<file path="src/rtl/addr_decoding_ws_if.sv">
// CPU-side memory bus between the request path and the address decoder.
// Handshake: req/adress are sampled only when the decoder is IDLE or DONE; ready is a one-cycle completion strobe with no backpressure.
interface addr_decoding_ws_if #(
    parameter int ADDR_W = 32,
    parameter int N_REG  = 2
);
    logic              req;
    logic [ADDR_W-1:0] adress;
    logic [N_REG-1:0]  cs;
    logic              ext_cs;
    logic              ready;
    logic              busy;
    logic [1:0]        dbg_state;

    modport master (
        output req, adress,
        input  cs, ext_cs, ready, busy, dbg_state
    );

    modport slave (
        input  req, adress,
        output cs, ext_cs, ready, busy, dbg_state
    );
endinterface

</file>
<file path="src/rtl/addr_decoding_ws.sv">
// Registered N-window address decoder with per-window wait-state sequencing.
// Active-low selects are held for the programmed wait states, then ready strobes for one cycle.
module addr_decoding_ws #(
    parameter int                        ADDR_W   = 32,
    parameter int                        N_REG    = 2,
    parameter int                        WAIT_W   = 4,
    parameter logic [N_REG*ADDR_W-1:0]   REG_BASE = {32'h00002000, 32'h00001030},
    parameter logic [N_REG*ADDR_W-1:0]   REG_LAST = {32'h00002FFF, 32'h0000142F},
    parameter logic [N_REG*WAIT_W-1:0]   REG_WAIT = {4'd2, 4'd0},
    parameter logic [WAIT_W-1:0]         EXT_WAIT = 4'd3
) (
    input  logic                 Clk,
    input  logic                 Rst,
    addr_decoding_ws_if.slave    bus
);

    typedef enum logic [1:0] {
        S_IDLE = 2'd0,
        S_WAIT = 2'd1,
        S_DONE = 2'd2
    } state_t;

    state_t              state_q, state_d;
    logic [WAIT_W-1:0]   cnt_q, cnt_d;
    logic [N_REG-1:0]    cs_q, cs_d;
    logic                ext_q, ext_d;

    logic [N_REG-1:0]    cs_dec;
    logic                hit;
    logic [WAIT_W-1:0]   dec_wait;

    // Scan from the highest index down so the lowest matching window overrides.
    always_comb begin : decode
        cs_dec   = '1;
        hit      = 1'b0;
        dec_wait = EXT_WAIT;
        for (int i = N_REG - 1; i >= 0; i--) begin
            if (bus.adress >= REG_BASE[i*ADDR_W +: ADDR_W] &&
                bus.adress <= REG_LAST[i*ADDR_W +: ADDR_W]) begin
                cs_dec   = ~(N_REG'(1) << i);
                hit      = 1'b1;
                dec_wait = REG_WAIT[i*WAIT_W +: WAIT_W];
            end
        end
    end

    always_ff @(posedge Clk or posedge Rst) begin : fsm_reg
        if (Rst) begin
            state_q <= S_IDLE;
            cnt_q   <= '0;
            cs_q    <= '1;
            ext_q   <= 1'b1;
        end else begin
            state_q <= state_d;
            cnt_q   <= cnt_d;
            cs_q    <= cs_d;
            ext_q   <= ext_d;
        end
    end

    always_comb begin : fsm_next
        state_d = state_q;
        cnt_d   = cnt_q;
        cs_d    = cs_q;
        ext_d   = ext_q;
        case (state_q)
            // DONE accepts like IDLE so back-to-back accesses switch selects in one edge.
            S_IDLE, S_DONE: begin
                if (bus.req) begin
                    cs_d    = cs_dec;
                    ext_d   = hit;
                    cnt_d   = dec_wait;
                    state_d = (dec_wait == '0) ? S_DONE : S_WAIT;
                end else begin
                    cs_d    = '1;
                    ext_d   = 1'b1;
                    cnt_d   = '0;
                    state_d = S_IDLE;
                end
            end
            S_WAIT: begin
                cnt_d = cnt_q - WAIT_W'(1);
                if (cnt_q == WAIT_W'(1)) begin
                    state_d = S_DONE;
                end
            end
            default: begin
                cs_d    = '1;
                ext_d   = 1'b1;
                cnt_d   = '0;
                state_d = S_IDLE;
            end
        endcase
    end

    assign bus.cs        = cs_q;
    assign bus.ext_cs    = ext_q;
    assign bus.ready     = (state_q == S_DONE);
    assign bus.busy      = (state_q != S_IDLE);
    assign bus.dbg_state = state_q;

endmodule
</file>
<file path="src/flat_wrapper.sv">
// flat-port wrapper written by rule: the top's interface ports become plain ports
module addr_decoding_ws_flat 
#(
    parameter int                        ADDR_W   = 32,
    parameter int                        N_REG    = 2,
    parameter int                        WAIT_W   = 4,
    parameter logic [N_REG*ADDR_W-1:0]   REG_BASE = {32'h00002000, 32'h00001030},
    parameter logic [N_REG*ADDR_W-1:0]   REG_LAST = {32'h00002FFF, 32'h0000142F},
    parameter logic [N_REG*WAIT_W-1:0]   REG_WAIT = {4'd2, 4'd0},
    parameter logic [WAIT_W-1:0]         EXT_WAIT = 4'd3
)
  (Clk, Rst, bus_req, bus_adress, bus_cs, bus_ext_cs, bus_ready, bus_busy, bus_dbg_state);
  addr_decoding_ws_if #(.ADDR_W(ADDR_W), .N_REG(N_REG)) bus_i ();
  input  logic Clk;
  input  logic Rst;
  input wire logic [$bits(bus_i.req)-1:0] bus_req;
  input wire logic [$bits(bus_i.adress)-1:0] bus_adress;
  output wire logic [$bits(bus_i.cs)-1:0] bus_cs;
  output wire logic [$bits(bus_i.ext_cs)-1:0] bus_ext_cs;
  output wire logic [$bits(bus_i.ready)-1:0] bus_ready;
  output wire logic [$bits(bus_i.busy)-1:0] bus_busy;
  output wire logic [$bits(bus_i.dbg_state)-1:0] bus_dbg_state;
  assign bus_i.req = bus_req;
  assign bus_i.adress = bus_adress;
  assign bus_cs = bus_i.cs;
  assign bus_ext_cs = bus_i.ext_cs;
  assign bus_ready = bus_i.ready;
  assign bus_busy = bus_i.busy;
  assign bus_dbg_state = bus_i.dbg_state;
  addr_decoding_ws #(.ADDR_W(ADDR_W), .N_REG(N_REG), .WAIT_W(WAIT_W), .REG_BASE(REG_BASE), .REG_LAST(REG_LAST), .REG_WAIT(REG_WAIT), .EXT_WAIT(EXT_WAIT)) u_core (.Clk(Clk), .Rst(Rst), .bus(bus_i));
endmodule
</file>
<file path="config.mk">
export PLATFORM = sky130hd
export DESIGN_NAME = addr_decoding_ws_flat
export DESIGN_NICKNAME = d
export VERILOG_FILES = /design/src/rtl/addr_decoding_ws_if.sv /design/src/rtl/addr_decoding_ws.sv /design/src/flat_wrapper.sv
export SDC_FILE = /design/constraint.sdc
export NUM_CORES = 1
export LEC_CHECK = 0
export CAP_MARGIN = 15
export CORE_MARGIN = 2
export CORE_UTILIZATION = 31
export DETAILED_ROUTE_END_ITERATION = 6
export PLACE_DENSITY = 0.73
export SETUP_SLACK_MARGIN = 0.2
export SYNTH_ARGS = -nofsm -noshare
export SYNTH_HDL_FRONTEND = slang
export SYNTH_SLANG_ARGS = --single-unit
</file>
<file path="constraint.sdc">
create_clock -name Clk -period 1.8 [get_ports Clk]
set_clock_uncertainty 0.2 [all_clocks]
set_input_delay 0.54 -clock Clk [delete_from_list [all_inputs] [get_ports Clk]]
set_output_delay 0.54 -clock Clk [all_outputs]
set_load 0.01 [all_outputs]
</file>
==> results of run 1 <==
==> power breakdown <==
group          internal, mW  leakage [nW]  total [mW]  switching (mW)
sequential            0.284         0.106       0.339          0.0557
combinational         0.359         0.386       0.605           0.245
clock                0.0853        0.0150       0.153          0.0682
total                 0.728         0.507        1.10           0.369
==> final cells by class <==
class                   instances  area, um2
fillers                       114        424
flip-flops and latches          9        229
clock buffers                   4       26.3
repair buffers                 51        483
well taps                      16       20.0
multi-input cells              44        344
inverters                       4       15.0
==> metal layers <==
metal,GRT usage (%),vias up
met3,7.60,0
met1,17.8,269
met2,30.6,30
met5,0,-
li1,-,322
met4,2.94,0
==> metrics by stage <==
step | utilization, % | setup TNS [ns]
detailed placement | 63.7 | -4.56
CTS | 68.9 | -0.184
global placement | 63.7 | -4.31
floorplan | - | -0.977
finish | 72.5 | -0.309
global route | 72.5 | -0.374
==> state kept, by name, indices dropped and copies added (netlist names) <==
name,cells
u_core.bus.ext_cs,1
u_core.cnt_q,4
u_core.bus.dbg_state,2
u_core.bus.cs,2
==> logic make-up (layout without fill, tap and decap cells) <==
logic type,Yosys count,in the layout,share of synthesized area (%)
and+or+nand+nor,28,28,29.5
AOI/OAI and AO/OA,12,12,15.2
DFF,9,9,43.6
buffers and inverters,5,59,3.57
adders and majority gates,2,2,4.76
xor gates and xnor gates,2,2,3.33
==> layout by cell type, fill, tap and decap left out, types with 4 or more instances in the layout <==
cell / synthesis / layout
buf_6: 0 / 17
dlygate4sd2_1: 0 / 9
nor2_1: 6 / 6
clkdlybuf4s50_1: 0 / 6
dfrtp_1: 6 / 6
clkdlybuf4s15_1: 0 / 5
nand2_1: 4 / 4
inv_1: 4 / 4
buf_2: 0 / 4
clkbuf_2: 0 / 4
buf_4: 0 / 4
==> repair_timing <==
action,4_1_cts,5_1_grt
pin swaps,16,11
hold buffers,0,0
gates resized for setup,104,16
setup endpoints to repair,14,14
buffers inserted,4,2
==> worst max-delay path: cells and delay by family <==
| kind | cells | cell delay, ns |
|---|---|---|
| AO/OA/AOI/OAI | 2 | 0.39 |
| buffers and inverters | 1 | 0.09 |
| AND/OR/NAND/NOR | 2 | 0.89 |
==> worst max-delay path by stage <==
stage                     slack (ns)  depth (start not counted)          start               end
after floorplan                -0.21                          4  bus_adress[7]  u_core.bus.cs[0]
after global placement         -0.67                          5  bus_adress[7]  u_core.bus.cs[0]
after detailed placement       -0.71                          5  bus_adress[7]   u_core.cnt_q[0]
after CTS                      -0.10                          5  bus_adress[4]  u_core.bus.cs[0]
after global routing           -0.12                          5  bus_adress[4]  u_core.bus.cs[0]
final                          -0.12                          5  bus_adress[4]  u_core.bus.cs[0]
==> impl_metrics.yaml, run 1 <==
outcome:
  outcome: "finished with violations"
  violations: "negative setup slack"
sta:
  finalWorstPathRequiredPeriod_ns: 1.92
  worst_slew_pin_slew_ns: 0.417
  slew_headroom_pct: 72.2
  rsz0062_at_grt: "true"
  finalSetupViolCount: 5
  timing.fmax_mhz: 520
  finalHoldViolations: 0
  fin_crit_sh_pct: 107
  fin_ws_ns: -0.123
  drv_slew: 0
  whs_ns: 0.351
worst_hold_path:
  hold_path.class: "in2async"
clocking:
  cts.sinks: 9
  clock-root-buffer: "clkbuf_4"
  clock_latency_ns: 0.26
  clockBufferDepth: 2
  cts-htree-levels: 1
  cts_buffers: 3
  cts_tree: "built"
  clk_pin_slew_ns: 0.06
logic_synthesis:
  syn_area_per_cell_um2: 9.06
  synth.yosys.seq_area_share_pct: 43.6
  yosysTopAreaCellShare_pct: 28.6
  async_flop_share_pct: 100
  synth_cell_types: 26
  syn_inst: 58
  ys_top_cells_by_count: "6 x dfrtp_1, 6 x nor2_1, 6 x nor4_1"
  synth_edf_count: 0
  ys_warn_count: 0
  synthesis.area_um2: 526
  mappedNetlistNets: 95
  yosysTopAreaCell: "dfrtp_1"
  yosys_register_bits: 9
  synth_area_leaders: "dfrtp_1 29%, dfstp_2 15%, nor4_1 7.1%"
  ys.flop_type: "dfrtp_1"
setup_path:
  crit_path_max_fanout: 2
  cp.required_ns: 1.79
  arrival_ns: 1.91
  r2r-start: "u_core.bus.dbg_state[0]"
  path_class: "in2reg"
  r2r_setup_slack_ns: 0.19
  critPathLaunchType: "input pin"
  cp_cell_sequence: "buf_6 -> or4b_1 -> o211a_1 -> or3b_1 -> o21a_1"
  crit_slowest_cell: "or4b_1"
  r2r-end: "u_core.bus.cs[0]"
  rr_worst_depth: 5
  cp_slowest_stage_delay_ns: 0.51
  end_kind: "register"
routing:
  vias_per_cell: 4.85
  vias: 621
  first_pass_iters: 4
  wl_met1_um: 596
  route.detailed.drc: 0
  ant_nets: 0
  wl_met3_um: 148
  detail_route.iter0.violations: 4
  wl_um: 1560
  top_layer: "met3"
  routedWlPerCell_um: 12.1
  met2_length_um: 811
die:
  num_io_pins: 42
  rows: 14
  start_util_pct: 34.1
  core_mm2: 0.00154
  die_width_um: 45.2
  dieArea_mm2: 0.00204
  die_h_um: 45.2
placed_design:
  placed_area_um2: 982
  dp_worst_setup_slack_ns: -0.712
  dp_hpwl_um: 1220
  portBuffers: 41
  gp_congestion: 0.780
  dp_cells: 118
final_layout:
  stdcell_count: 128
  design_area_mm2: 0.00112
  num_antenna_cells: 0
  nets: 150
  syn_to_final_growth_pct: 113
  layout-drive-gt1-share_pct: 40.2
global_route:
  grt_pass1_vias: 617
  grt_pass1_wl_um: 2460
  grt_max_degree: 10
  antenna_found_initial: 0
  grt_overflow: 0
  grt_use_total_pct: 16.8
power:
  powerDensity_mw_per_mm2: 982
  ir_drop_mv: 0.836
  p_total_mw: 1.10
  leakage_nw: 0.507
job:
  cap_violations: 0
Power figures use the tool's default switching activity.
==> run 2: changes to the inputs <==
--- a/config.mk
+++ b/config.mk
@@ -9,6 +9,7 @@
 export CORE_MARGIN = 2
 export CORE_UTILIZATION = 31
 export DETAILED_ROUTE_END_ITERATION = 6
+export GPL_ROUTABILITY_DRIVEN = 0
 export PLACE_DENSITY = 0.73
 export SETUP_SLACK_MARGIN = 0.2
 export SYNTH_ARGS = -nofsm -noshare
==> results of run 2 <==
No change in the layout: final DEF, timing and power equal those of run 1.
==> run 3: changes to the inputs <==
--- a/config.mk
+++ b/config.mk
@@ -7,11 +7,13 @@
 export LEC_CHECK = 0
 export CAP_MARGIN = 15
 export CORE_MARGIN = 2
-export CORE_UTILIZATION = 31
+export CORE_UTILIZATION = 33
+export CTS_BUF_LIST = sky130_fd_sc_hd__clkbuf_8
 export DETAILED_ROUTE_END_ITERATION = 6
 export GPL_ROUTABILITY_DRIVEN = 0
-export PLACE_DENSITY = 0.73
+export PLACE_DENSITY = 0.78
 export SETUP_SLACK_MARGIN = 0.2
+export SKIP_CTS_REPAIR_TIMING = 1
 export SYNTH_ARGS = -nofsm -noshare
 export SYNTH_HDL_FRONTEND = slang
 export SYNTH_SLANG_ARGS = --single-unit
==> impl_metrics.yaml, run 3 (same netlist as run 1, synthesis figures left out) <==
sta:
  rsz0062_at_grt: "true"
  finalSetupViolCount: 6
  whs_ns: 0.345
  slew_headroom_pct: 77.6
  finalHoldViolations: 0
  timing.fmax_mhz: 511
  fin_crit_sh_pct: 109
  fin_ws_ns: -0.156
  finalWorstPathRequiredPeriod_ns: 1.96
  worst_slew_pin_slew_ns: 0.336
  drv_slew: 0
die:
  die_h_um: 43.9
  start_util_pct: 34.9
  dieArea_mm2: 0.00193
  core_mm2: 0.00151
  rows: 14
  die_width_um: 43.9
  num_io_pins: 42
power:
  internal-power_mw: 0.751
  comb_power_share_pct: 49.9
  swShare_pct: 33.5
  power_frac_seq_pct: 30.5
  ir_drop_mv: 0.717
  powerDensity_mw_per_mm2: 955
  switching_power_mw: 0.379
  p_total_mw: 1.13
  pwr-share-clk_pct: 19.5
  leakage_nw: 0.666
setup_path:
  path_class: "in2reg"
  critPathLaunchType: "input pin"
  cp.required_ns: 1.76
  cp_num_buf_inv: 1
  worstSetupStartpoint: "bus_adress[23]"
  path_delay_family: "simple AND/OR/NAND/NOR gates"
  end_kind: "register"
  r2r-start: "u_core.bus.dbg_state[0]"
  arrival_ns: 1.91
  crit_slowest_cell: "or3b_4"
  crit_path_max_fanout: 2
  crit_top_cell: "nor4_4"
  cp_slowest_stage_delay_ns: 0.42
  cp_cell_sequence: "buf_6 -> nor4_4 -> nand3_2 -> nor4_4 -> or3b_4 -> o21a_1"
routing:
  wl_um: 1880
  routedWlPerCell_um: 14.8
  route.detailed.drc: 0
  detail_route.iter0.violations: 5
  ant_nets: 0
  vias_per_cell: 5.15
  vias: 654
  first_pass_iters: 4
clocking:
  clockBufferDepth: 2
  clock_latency_ns: 0.23
  clock-root-buffer: "clkbuf_8"
  cts.sinks: 9
  clk_pin_slew_ns: 0.05
  cts_buffers: 3
  cts_tree: "built"
  cts-htree-levels: 1
final_layout:
  nets: 149
  syn_to_final_growth_pct: 125
  layout-drive-gt1-share_pct: 36.9
  seqCellArea_um2: 229
  max_flop_register: "u_core.cnt_q"
  num_antenna_cells: 0
  layout_commonest_cell: "dlymetal6s2s_1"
  multiInputGateArea_um2: 359
  nFillCells: 94
  largest_reg_flops: 4
  mostFrequentLayoutCells: "20 x dlymetal6s2s_1, 10 x buf_6, 7 x clkdlybuf4s50_1, 7 x buf_4"
outcome:
  violations: "negative setup slack"
  outcome: "finished with violations"
global_route:
  grt_pass1_vias: 549
  grt_max_degree: 10
  antenna_found_initial: 0
  grt_overflow: 0
  grt_use_total_pct: 15.4
  grt_pass1_wl_um: 2180
placed_design:
  dp_worst_setup_slack_ns: -0.699
  dp_hpwl_um: 1190
  portBuffers: 41
worst_hold_path:
  hold_start: "u_core.bus.cs[1]"
  hold_path.class: "reg2reg"
job:
  cap_violations: 0
## run 3: path summary, 6_finish.rpt
kind | end | slack [ns] | depth (start not counted)
worst max register to register | u_core.bus.cs[0] | 0.20 | 4
min in group asynchronous | u_core.cnt_q[2] | 0.36 | 2
worst min register to register | u_core.bus.cs[1] | 0.34 | 2
worst max-delay path | u_core.bus.cs[0] | -0.16 | 6
max in group asynchronous | u_core.bus.ext_cs | 0.74 | 2
worst min-delay path | u_core.bus.cs[1] | 0.34 | 2
## run 3: worst min-delay path: stages (launching register included)
cell and delay [ns]:
dfstp_2 0.37, nor2_1 0.13, a21oi_2 0.04
## run 3: layout make-up
type	instances	area share, %
Timing Repair Buffer	50	43.6
Multi-Input combinational cell	44	30.3
Sequential cell	9	19.3
Clock buffer	3	3.49
Tap cell	16	1.69
Inverter	4	1.27
Clock inverter	1	0.317
## run 3: layer usage
layer  track usage [%]  share of wire [%]
met1              15.8                 33
met5                 0                  0
met2              28.5                 58
met3              7.50                9.5
met4              1.82                  0
## run 3: power by group through the flow
stage / registers [mW] / logic (mW) / clock network, mW
2_1_floorplan: 0.348 / 0.244 / 0
3_3_place_gp: 0.334 / 0.484 / 0
3_5_place_dp: 0.338 / 0.489 / 0
4_1_cts: 0.339 / 0.497 / 0.224
5_1_grt: 0.352 / 0.602 / 0.241
6_report: 0.345 / 0.564 / 0.221
## run 3: through the flow
step | std cells | area, um2 | TNS (ns) | util, %
floorplan | 58 | 526 | -0.977 | -
global route | 127 | 1180 | -0.931 | 78.6
CTS | 122 | 1030 | -4.42 | 68.2
finish | 127 | 1180 | -0.581 | 78.6
detailed placement | 118 | 982 | -4.54 | 65.2
global placement | 118 | 982 | -4.29 | 65.2
